[src/rtl/vga_timing_pmod.sv]
// vga_timing_pmod: parametrised VGA timing generator with TinyVGA PMOD output stage.
// Produces pixel coordinates for the renderer, delays the blanking/sync controls
// by the renderer latency, and registers colour plus syncs onto the 8-bit PMOD bus.
//
// Handshake: there is no valid/ready pair on this block. tick_o is the single
// qualifier: x_o/y_o/line_o/frame_o describe the pixel of the current tick, rgb_i
// is sampled only on clocks where tick_o is high, and the renderer cannot stall it.
module vga_timing_pmod #(
    parameter int H_ACTIVE   = 640,
    parameter int H_FP       = 16,
    parameter int H_SYNC     = 96,
    parameter int H_BP       = 48,
    parameter int V_ACTIVE   = 480,
    parameter int V_FP       = 10,
    parameter int V_SYNC     = 2,
    parameter int V_BP       = 33,
    parameter int H_SYNC_POL = 0,
    parameter int V_SYNC_POL = 0,
    parameter int CLK_DIV    = 1,
    parameter int RGB_BITS   = 2,
    parameter int LATENCY    = 0
) (
    input  logic                    clk,
    input  logic                    reset,
    input  logic [3*RGB_BITS-1:0]   rgb_i,
    output logic [9:0]              x_o,
    output logic [9:0]              y_o,
    output logic                    tick_o,
    output logic                    frame_o,
    output logic                    line_o,
    output logic [7:0]              pmod_o
);

    localparam int H_TOTAL      = H_ACTIVE + H_FP + H_SYNC + H_BP;
    localparam int V_TOTAL      = V_ACTIVE + V_FP + V_SYNC + V_BP;
    localparam int H_SYNC_START = H_ACTIVE + H_FP;
    localparam int H_SYNC_END   = H_SYNC_START + H_SYNC;
    localparam int V_SYNC_START = V_ACTIVE + V_FP;
    localparam int V_SYNC_END   = V_SYNC_START + V_SYNC;
    localparam int DIV_W        = (CLK_DIV > 1) ? $clog2(CLK_DIV) : 1;

    localparam logic       HS_ON     = (H_SYNC_POL != 0);
    localparam logic       VS_ON     = (V_SYNC_POL != 0);
    // Idle bus: both syncs at their inactive level, all colour bits dark.
    localparam logic [7:0] PMOD_IDLE = {~HS_ON, 3'b000, ~VS_ON, 3'b000};

    logic [DIV_W-1:0] div;
    logic             tick;
    logic [9:0]       h;
    logic [9:0]       v;
    logic             h_last;
    logic             v_last;

    logic act0, hs0, vs0;
    logic act_d, hs_d, vs_d;

    logic r_hi, r_lo, g_hi, g_lo, b_hi, b_lo;
    logic hs_bit, vs_bit;
    logic [7:0] pmod_next;
    logic [7:0] pmod_q;

    // Pixel clock divider: div==0 marks the tick clock (always true for CLK_DIV=1).
    always_ff @(posedge clk or posedge reset) begin
        if (reset) begin
            div <= '0;
        end else if (div == DIV_W'(CLK_DIV - 1)) begin
            div <= '0;
        end else begin
            div <= div + 1'b1;
        end
    end

    assign tick   = (div == '0);
    assign h_last = (h == 10'(H_TOTAL - 1));
    assign v_last = (v == 10'(V_TOTAL - 1));

    // Raster counters: h advances each tick, v advances when h wraps.
    always_ff @(posedge clk or posedge reset) begin
        if (reset) begin
            h <= '0;
            v <= '0;
        end else if (tick) begin
            if (h_last) begin
                h <= '0;
                if (v_last) begin
                    v <= '0;
                end else begin
                    v <= v + 10'd1;
                end
            end else begin
                h <= h + 10'd1;
            end
        end
    end

    // Stage-0 controls for the pixel currently presented on x_o/y_o.
    always_comb begin
        act0 = (h < 10'(H_ACTIVE)) && (v < 10'(V_ACTIVE));
        hs0  = (h >= 10'(H_SYNC_START)) && (h < 10'(H_SYNC_END));
        vs0  = (v >= 10'(V_SYNC_START)) && (v < 10'(V_SYNC_END));
    end

    // Controls are delayed by the renderer latency so they meet the matching colour.
    generate
        if (LATENCY == 0) begin : g_no_delay
            assign act_d = act0;
            assign hs_d  = hs0;
            assign vs_d  = vs0;
        end else begin : g_delay
            logic [2:0] ctrl_sr [LATENCY];

            // Tick-advanced shift register of {act, hs, vs}; cleared to blank/inactive.
            always_ff @(posedge clk or posedge reset) begin
                if (reset) begin
                    for (int i = 0; i < LATENCY; i++) begin
                        ctrl_sr[i] <= 3'b000;
                    end
                end else if (tick) begin
                    ctrl_sr[0] <= {act0, hs0, vs0};
                    for (int i = 1; i < LATENCY; i++) begin
                        ctrl_sr[i] <= ctrl_sr[i-1];
                    end
                end
            end

            assign {act_d, hs_d, vs_d} = ctrl_sr[LATENCY-1];
        end
    endgenerate

    // Channel bit selection: a 1-bit channel drives both TinyVGA weights.
    generate
        if (RGB_BITS == 2) begin : g_rgb2
            assign {r_hi, r_lo} = rgb_i[5:4];
            assign {g_hi, g_lo} = rgb_i[3:2];
            assign {b_hi, b_lo} = rgb_i[1:0];
        end else begin : g_rgb1
            assign r_hi = rgb_i[2];
            assign r_lo = rgb_i[2];
            assign g_hi = rgb_i[1];
            assign g_lo = rgb_i[1];
            assign b_hi = rgb_i[0];
            assign b_lo = rgb_i[0];
        end
    endgenerate

    // Next bus value: colour gated by act_d (masks any X during blanking), syncs by polarity.
    always_comb begin
        hs_bit    = hs_d ? HS_ON : ~HS_ON;
        vs_bit    = vs_d ? VS_ON : ~VS_ON;
        pmod_next = {hs_bit,
                     b_lo & act_d, g_lo & act_d, r_lo & act_d,
                     vs_bit,
                     b_hi & act_d, g_hi & act_d, r_hi & act_d};
    end

    // Output register: updates only on ticks, so the bus holds for CLK_DIV clocks.
    always_ff @(posedge clk or posedge reset) begin
        if (reset) begin
            pmod_q <= PMOD_IDLE;
        end else if (tick) begin
            pmod_q <= pmod_next;
        end
    end

    assign x_o     = h;
    assign y_o     = v;
    assign tick_o  = tick;
    assign line_o  = tick & (h == 10'd0);
    assign frame_o = tick & (h == 10'd0) & (v == 10'd0);
    assign pmod_o  = pmod_q;

endmodule
[config.mk]
export PLATFORM = sky130hd
export DESIGN_NAME = vga_timing_pmod
export DESIGN_NICKNAME = d
export VERILOG_FILES = /design/src/rtl/vga_timing_pmod.sv
export SDC_FILE = /design/constraint.sdc
export NUM_CORES = 1
export LEC_CHECK = 0
export ABC_AREA = 1
export BUFFER_PORTS_ARGS = -buffer_cell sky130_fd_sc_hd__buf_2
export CAP_MARGIN = 5
export CORE_MARGIN = 2
export CORE_UTILIZATION = 58
export CTS_BUF_LIST = sky130_fd_sc_hd__clkbuf_8
export CTS_CLUSTER_DIAMETER = 30
export DETAILED_ROUTE_END_ITERATION = 8
export GPL_TIMING_DRIVEN = 0
export PLACE_DENSITY = 0.84
export SYNTH_ARGS = -nofsm -noshare
export SYNTH_HDL_FRONTEND = slang
export SYNTH_SLANG_ARGS = --single-unit
[constraint.sdc]
create_clock -name clk -period 2.2 [get_ports clk]
set_input_delay 0.11 -clock clk [delete_from_list [all_inputs] [get_ports clk]]
set_output_delay 0.11 -clock clk [all_outputs]
set_load 0.1 [all_outputs]
==> impl_metrics.tcl, run 1 <==
set metrics [dict create \
    status "finished, final reports clean" \
    ys.flop_type "dfrtp_1" \
    synth_top_area_cell "dfrtp_1" \
    syn_area_um2 1510 \
    clk_latency_ns 0.27 \
    gp_congestion 0.883 \
    max_cap_violations 0 \
    fmax_mhz 495 \
    min_path_cells 3 \
    setup_viol 0 \
    die_h_um 54.9 \
    reg2reg_slack_ns 0.64 \
    post_cts_buffers 0 \
    drc_errors 0 \
    clkTransAtPathRegs_ns 0.09 \
    drtPass1Iterations 4 \
    holdCritStartpoint "rgb_i[1]" \
    yosysWarnings 0 \
    num_rows 18 \
    n_fill_cell 203 \
    min_to "pmod_o[2]" \
    portBuffers 37 \
    hold_viol 0 \
    synthTopCellsByArea "dfrtp_1 43%, inv_1 9.2%, nand2_1 7.7%, nor2_1 6.0%, xor2_1 4.7%" \
    slew_violations 0 \
    power_mw 0.912 \
    nNetsFinal 235 \
    cts_root_buf "clkbuf_8" \
    r2r-start "y_o[0]" \
    avgRoutedWirePerCell_um 12.4 \
    hold-worst-slack_ns 0.0365 \
    max_stage_delay_ns 0.45 \
    syn_area_per_cell_um2 8.32 \
    seq_area_um2 706 \
    ys_seq_area_frac 0.467 \
    syn_to_final_growth_pct 19.4 \
    die_w_um 54.9 \
    die_area_um2 3020 \
    finalCritPeriodShare 0.918 \
    drive_above_1_share 0.252 \
    antenna_found_initial 0 \
    antenna-diode-count 0 \
    skew_ns 0.00361 \
    worst_slew_pin_slew_ns 1.02 \
    ctsHoldBuffers 0 \
    synth_top_area_frac 0.432 \
    worstPathCellList "inv_1 > ha_1 > nand4_1 > nor3_4 > buf_2" \
    worstPathMaxFanout 5 \
    drt.antenna.violating_nets 0 \
    ys_types 24 \
    synth_nets 193 \
    grt_pass1_vias 1192 \
    grt_pass1_wl_mm 5.07 \
    end_kind "primary output" \
    multi_input_area_um2 652 \
    grt_max_degree 29 \
    synth_edf_count 0 \
    initial_core_util 0.608 \
    cp_num_buf_inv 2 \
    postCtsResizedCells 0 \
    fin_util 0.725 \
    vdd.ir_drop.worst_mv 0.374 \
    wl_mm 3.13 \
    placeableCoreArea_um2 2480 \
    dpl.hpwl_mm 2.34 \
    cp.arrival_ns 1.91 \
    synthCells 181 \
    via_per_inst 5.34 \
    rsz0062_at_grt "no" \
    start_kind "flop" \
    fin_crit_ns 2.02 \
    reg2regPathDepth 7 \
    grt_usage 0.238 \
    critical-path-top-delay-family "buffers and inverters" \
    worstSetupPathType "flop to primary output" \
    power_density_nw_per_um2 508 \
    h-tree-depth 1 \
    startpoint "y_o[0]" \
    clock_sinks 28 \
    tns_ns 0 \
    async_reset_ff_frac 1.00 \
    p_leak_nw 1.06 \
    grt_overflow 0 \
    ys_ff_latch 28 \
    hold_path_class "input port to flop" \
    slew_headroom 0.318 \
    crit_slowest_cell "buf_2" \
    io_pins 39 \
    cts_tree "yes" \
    critPathRequiredTime_ns 2.09 \
    drtIter0Drc 53 \
    cts_buffers 3 \
    cts_buffer_depth 2 \
    vias 1346 \
    r2r-end "y_o[3]" \
]
per-layer routing:
layer | routed length, um | track usage | vias up
li1 | - | - | 648
met1 | 1320 | 0.326 | 616
met2 | 1510 | 0.387 | 76
met3 | 265 | 0.0403 | 6
met4 | 36 | 0.0732 | 0
met5 | 0 | 0 | -
final cells by class:
cell class	count	share of cell area
plain buffers	2	0.0125
repair buffers	37	0.103
clock buffers	4	0.0306
well taps	30	0.0209
flip-flops and latches	28	0.393
inverters	37	0.0773
multi-input cells	114	0.363
synth_stat cells (2+ instances only):
cell     instances
nand2_2          2
inv_1           37
dfstp_2          2
o21ai_0         10
nor2_4           2
xor2_1           8
nand2_1         31
nor2_1          24
nor3_1           4
ha_1             4
dfrtp_1         26
nand4_1          8
nand3_1         12
worst min-delay path, stage by stage:
cell	delay, ns
buf_2	0.10
inv_1	0.04
nor2_1	0.03
per-stage QoR:
stage	worst slack (ns)	instances	cell area, um^2
2_1_floorplan	0.0109	181	1520
3_3_place_gp	0.563	248	1740
3_5_place_dp	0.520	248	1740
4_1_cts	0.194	252	1800
5_1_grt	0.0766	252	1800
6_report	0.181	252	1800
worst max path at each step:
| stage | endpoint | slack (ns) | cells past startpoint |
|---|---|---|---|
| after floorplan | frame_o | 0.01 | 5 |
| after global placement | frame_o | 0.56 | 5 |
| after detailed placement | frame_o | 0.52 | 5 |
| after CTS | frame_o | 0.19 | 5 |
| after global routing | frame_o | 0.08 | 5 |
| final | frame_o | 0.18 | 5 |
cells in the final DEF (no fill, tap or decap), types with 2 or more instances in the layout:
cell	instances
ha_1	4
nor2_4	2
o21ai_0	10
nand2_1	31
dfrtp_2	2
inv_1	37
xor2_1	8
clkbuf_8	4
nand4_1	8
nor3_1	3
buf_2	37
nand3_1	12
nor2_1	24
dfstp_2	2
dfrtp_1	24
nand2_2	2
kinds of logic after synthesis:
family          after synthesis  share of synthesized area
compound gates               13                     0.0482
buf+inv                      39                      0.107
fa+ha+maj                     4                     0.0333
flops                        28                      0.467
simple gates                 88                      0.295
xor+xnor                      8                     0.0466
other cells                   1                    0.00249
power by group:
| group | switching, mW | internal [mW] |
|---|---|---|
| logic | 0.0659 | 0.0116 |
| clock network | 0.154 | 0.160 |
| registers | 0.00119 | 0.520 |
state kept, by name, summed over array words and instances, names as in the netlist:
| register | count |
|---|---|
| x_o | 10 |
| pmod_o | 8 |
| y_o | 10 |
(Power assumes the default switching activity.)
==> run 2, diff against run 1 <==
==> constraint.sdc (replaced) <==
create_clock -name clk -period 2.43 [get_ports clk]
set_input_delay 0.1215 -clock clk [delete_from_list [all_inputs] [get_ports clk]]
set_output_delay 0.1215 -clock clk [all_outputs]
set_load 0.1 [all_outputs]
==> impl_metrics.tcl, run 2 (synthesis results as in run 1) <==
set metrics [dict create \
    p_leak_nw 1.06 \
    wl_mm 3.11 \
    post_cts_buffers 0 \
    min_path_cells 3 \
    drtIter0Drc 24 \
    holdCritStartpoint "rgb_i[1]" \
    worstPathMaxFanout 5 \
    slew_violations 0 \
    slew_headroom 0.311 \
    antenna-diode-count 0 \
    vdd.ir_drop.worst_mv 0.381 \
    skew_ns 0.00132 \
    fin_util 0.719 \
    reg2regPathDepth 7 \
    cts_tree "yes" \
    drt.antenna.violating_nets 0 \
    hold_path_class "input port to flop" \
    cts_root_buf "clkbuf_8" \
    grt_pass1_vias 1237 \
    avgRoutedWirePerCell_um 12.4 \
    die_w_um 54.9 \
    fin_cells 251 \
    drc_errors 0 \
    drtPass1Iterations 4 \
    die_h_um 54.9 \
    drive_above_1_share 0.240 \
    gp_congestion 0.842 \
    cp.arrival_ns 1.81 \
    power_density_nw_per_um2 446 \
    max_cap_violations 0 \
    dpl.hpwl_mm 2.35 \
    placeableCoreArea_um2 2480 \
    startpoint "y_o[0]" \
    clkTransAtPathRegs_ns 0.09 \
    end_kind "primary output" \
    clock_sinks 28 \
    tns_ns 0 \
    status "finished, final reports clean" \
    cts_buffers 3 \
    vias 1294 \
    postCtsResizedCells 0 \
    portBuffers 37 \
    finalCritPeriodShare 0.797 \
    die_area_um2 3020 \
    antenna_found_initial 0 \
    r2r-start "y_o[0]" \
    dp.cells 248 \
    place_ws_ns 0.813 \
    layout_common_cells "37 x inv_1, 37 x buf_2, 31 x nand2_1, 26 x dfrtp_1, 24 x nor2_1" \
    setup_viol 0 \
    start_kind "flop" \
    grt_overflow 0 \
    num_rows 18 \
    n_fill_cell 200 \
    ctsHoldBuffers 0 \
    worst_slew_pin_slew_ns 1.03 \
    initial_core_util 0.608 \
    nNetsFinal 235 \
    hold_viol 0 \
    cts_buffer_depth 2 \
    rsz0062_at_grt "no" \
    syn_to_final_growth_pct 18.3 \
    clk_latency_ns 0.27 \
    fin_crit_ns 1.94 \
    grt_max_degree 29 \
    fin_ws_ns 0.494 \
    grt_pass1_wl_mm 5.20 \
    h-tree-depth 1 \
    critPathRequiredTime_ns 2.31 \
    grt_usage 0.240 \
    fmax_mhz 517 \
    via_per_inst 5.16 \
    io_pins 39 \
    worstSetupPathType "flop to primary output" \
]
## run 2: cell count changes in the layout (fill, tap and decap cells not counted), sizes merged
cell / change
clkbuf: -1
## run 2: final timing paths
check / endpoint / slack, ns
max: frame_o / 0.49
min: pmod_o[2] / 0.04
max reg2reg: y_o[1] / 0.86
min reg2reg: y_o[5] / 0.56
max in group asynchronous: pmod_o[0] / 1.72
min in group asynchronous: y_o[2] / 0.08
## run 2: report_power, final
group	switching, mW	internal, mW	leakage (nW)
sequential	0.00126	0.471	0.356
combinational	0.0600	0.0105	0.678
clock	0.140	0.111	0.0216
total	0.201	0.593	1.06
## run 2: layout make-up
class	instances	area (um^2)	area share
sequential	28	703	0.395
multi-input combinational	114	652	0.366
timing repair buffer	37	185	0.104
inverter	37	139	0.0780
clock buffer	3	41.3	0.0232
tap	30	37.5	0.0211
buffer	2	22.5	0.0126
## run 2: routing by layer
| metal | up-vias | wire length [um] | share of wire | global-route usage |
|---|---|---|---|---|
| met5 | - | 0 | 0 | 0 |
| met3 | 7 | 139 | 0.045 | 0.0430 |
| li1 | 643 | - | - | - |
| met1 | 596 | 1420 | 0.46 | 0.304 |
| met2 | 48 | 1500 | 0.48 | 0.411 |
| met4 | 0 | 55 | 0.018 | 0.0854 |
## run 2: through the flow
stage               total power [mW]  hold WS [ns]  instance area, um^2
floorplan                      0.538         0.185                 1520
global placement               0.551         0.330                 1740
detailed placement             0.552         0.337                 1740
CTS                            0.799        0.0433                 1780
global route                   0.816        0.0436                 1780
finish                         0.793        0.0442                 1780
## run 2: worst max-delay path, cell delays in order (launching register included)
cell     delay [ns]
dfrtp_1        0.43
inv_1          0.15
ha_1           0.19
nand4_1        0.15
nor3_4         0.18
buf_2          0.44
==> run 3, diff against run 2 <==
--- a/config.mk
+++ b/config.mk
@@ -9,12 +9,12 @@
 export BUFFER_PORTS_ARGS = -buffer_cell sky130_fd_sc_hd__buf_2
 export CAP_MARGIN = 5
 export CORE_MARGIN = 2
-export CORE_UTILIZATION = 58
+export CORE_UTILIZATION = 54
 export CTS_BUF_LIST = sky130_fd_sc_hd__clkbuf_8
 export CTS_CLUSTER_DIAMETER = 30
 export DETAILED_ROUTE_END_ITERATION = 8
 export GPL_TIMING_DRIVEN = 0
-export PLACE_DENSITY = 0.84
+export PLACE_DENSITY = 0.79
 export SYNTH_ARGS = -nofsm -noshare
 export SYNTH_HDL_FRONTEND = slang
 export SYNTH_SLANG_ARGS = --single-unit
==> constraint.sdc (replaced) <==
create_clock -name clk -period 2 [get_ports clk]
set_input_delay 0.1 -clock clk [delete_from_list [all_inputs] [get_ports clk]]
set_output_delay 0.1 -clock clk [all_outputs]
set_load 0.1 [all_outputs]
==> impl_metrics.tcl, run 3 (synthesis results as in run 1) <==
set metrics [dict create \
    drt.antenna.violating_nets 0 \
    postCtsResizedCells 0 \
    worstPathMaxFanout 5 \
    avgRoutedWirePerCell_um 11.6 \
    grt_overflow 0 \
    antenna-diode-count 0 \
    slew_headroom 0.327 \
    grt_usage 0.207 \
    critical-path-top-delay-family "buffers and inverters" \
    clkTransAtPathRegs_ns 0.09 \
    grt_max_degree 29 \
    cts_root_buf "clkbuf_8" \
    fin_util 0.674 \
    slew_violations 0 \
    fmax_mhz 530 \
    power_density_nw_per_um2 601 \
    setup_viol 0 \
    tns_ns 0 \
    drtIter0Drc 46 \
    place_ws_ns 0.355 \
    n_fill_cell 228 \
    final_common_cell "inv_1" \
    fin_crit_ns 1.89 \
    cp_num_buf_inv 2 \
    hold_viol 0 \
    die_h_um 56.8 \
    crit_cells 5 \
    cp.arrival_ns 1.79 \
    dpl.hpwl_mm 2.21 \
    max_cap_violations 0 \
    critPathRequiredTime_ns 1.90 \
    hold_path_class "input port to flop" \
    r2r-start "y_o[0]" \
    drtPass1Iterations 4 \
    start_kind "flop" \
    grt_pass1_wl_mm 5.12 \
    clk_latency_ns 0.28 \
    startpoint "y_o[0]" \
    grt_pass1_vias 1198 \
    ctsHoldBuffers 0 \
    drive_above_1_share 0.284 \
    die_area_um2 3230 \
    r2r-end "y_o[3]" \
    cts_buffers 3 \
    h-tree-depth 1 \
    rsz0062_at_grt "no" \
    worstPathCellList "inv_1 > ha_1 > nand4_1 > nor3_4 > clkbuf_4" \
    skew_ns 0.00540 \
    max_stage_delay_ns 0.44 \
    drc_errors 0 \
    syn_to_final_growth_pct 21.3 \
    io_pins 39 \
    reg2reg_slack_ns 0.40 \
    nNetsFinal 235 \
    critPathCapture "frame_o" \
    clock_sinks 28 \
    p_leak_nw 1.06 \
    end_kind "primary output" \
    vdd.ir_drop.worst_mv 0.635 \
    wl_mm 2.94 \
    fin_ws_ns 0.114 \
    crit_slowest_cell "dfrtp_2" \
    cts_buffer_depth 2 \
    reg2regPathDepth 7 \
    finalCritPeriodShare 0.943 \
    via_per_inst 5.05 \
    vias 1278 \
    status "finished, final reports clean" \
    num_rows 19 \
    gp_congestion 0.837 \
    antenna_found_initial 0 \
    placeableCoreArea_um2 2710 \
    die_w_um 56.8 \
    worst_slew_pin_slew_ns 1.01 \
    cts_tree "yes" \
    portBuffers 37 \
    initial_core_util 0.555 \
    layout_common_cells "37 x inv_1, 36 x buf_2, 31 x nand2_1, 24 x nor2_1, 17 x dfrtp_1" \
    post_cts_buffers 0 \
    worstSetupPathType "flop to primary output" \
]
## run 3: cell types whose count changed in the layout (fill, tap and decap cells not counted)
cell | previous run | this run
buf_2 | 37 | 36
bufinv_16 | 0 | 1
dfrtp_1 | 26 | 17
clkbuf_4 | 0 | 1
dfrtp_2 | 0 | 9
## run 3: worst register-to-register path, cell delays in order (launching register included)
cell and delay (ns):
dfrtp_2 0.44, inv_1 0.14, ha_1 0.19, inv_1 0.05, nor2_1 0.11, nand4_1 0.25
nand4_1 0.19, o21ai_0 0.12
## run 3: area by class of cell
class / instances / area, um^2 / area share
Clock buffer: 3 / 41.3 / 0.0226
Tap cell: 31 / 38.8 / 0.0212
Multi-Input combinational cell: 114 / 652 / 0.357
Buffer: 2 / 22.5 / 0.0123
Clock inverter: 1 / 30.0 / 0.0164
Sequential cell: 28 / 714 / 0.391
Inverter: 37 / 139 / 0.0761
Timing Repair Buffer: 37 / 188 / 0.103
## run 3: report_power, final
group	leakage [nW]	switching, mW	internal [mW]
logic	0.678	0.0722	0.0127
clock network	0.0357	0.172	0.268
registers	0.345	0.00111	0.572
## run 3: how the worst min path moves through the flow
stage	start	end	slack, ns	cells after the start
detailed placement	rgb_i[4]	pmod_o[4]	0.31	3
global route	rgb_i[3]	pmod_o[1]	0.02	3
floorplan	reset	pmod_o[0]	0.16	1
CTS	rgb_i[4]	pmod_o[4]	0.02	3
finish	rgb_i[3]	pmod_o[1]	0.02	3
global placement	rgb_i[4]	pmod_o[4]	0.31	3
## run 3: through the flow
step | cells | instance area, um^2 | power, mW | hold slack, ns
final | 253 | 1830 | 1.10 | 0.0219
after global routing | 253 | 1830 | 1.13 | 0.0239
after CTS | 253 | 1820 | 1.11 | 0.0156
after detailed placement | 249 | 1750 | 0.670 | 0.315
after global placement | 249 | 1750 | 0.669 | 0.308
after floorplan | 181 | 1530 | 0.653 | 0.163
## run 3: layer usage
metal  routed length, um  GRT usage
met5                   0          0
met2                1400      0.346
met3                 171     0.0369
met4                  63     0.0997
met1                1310      0.258
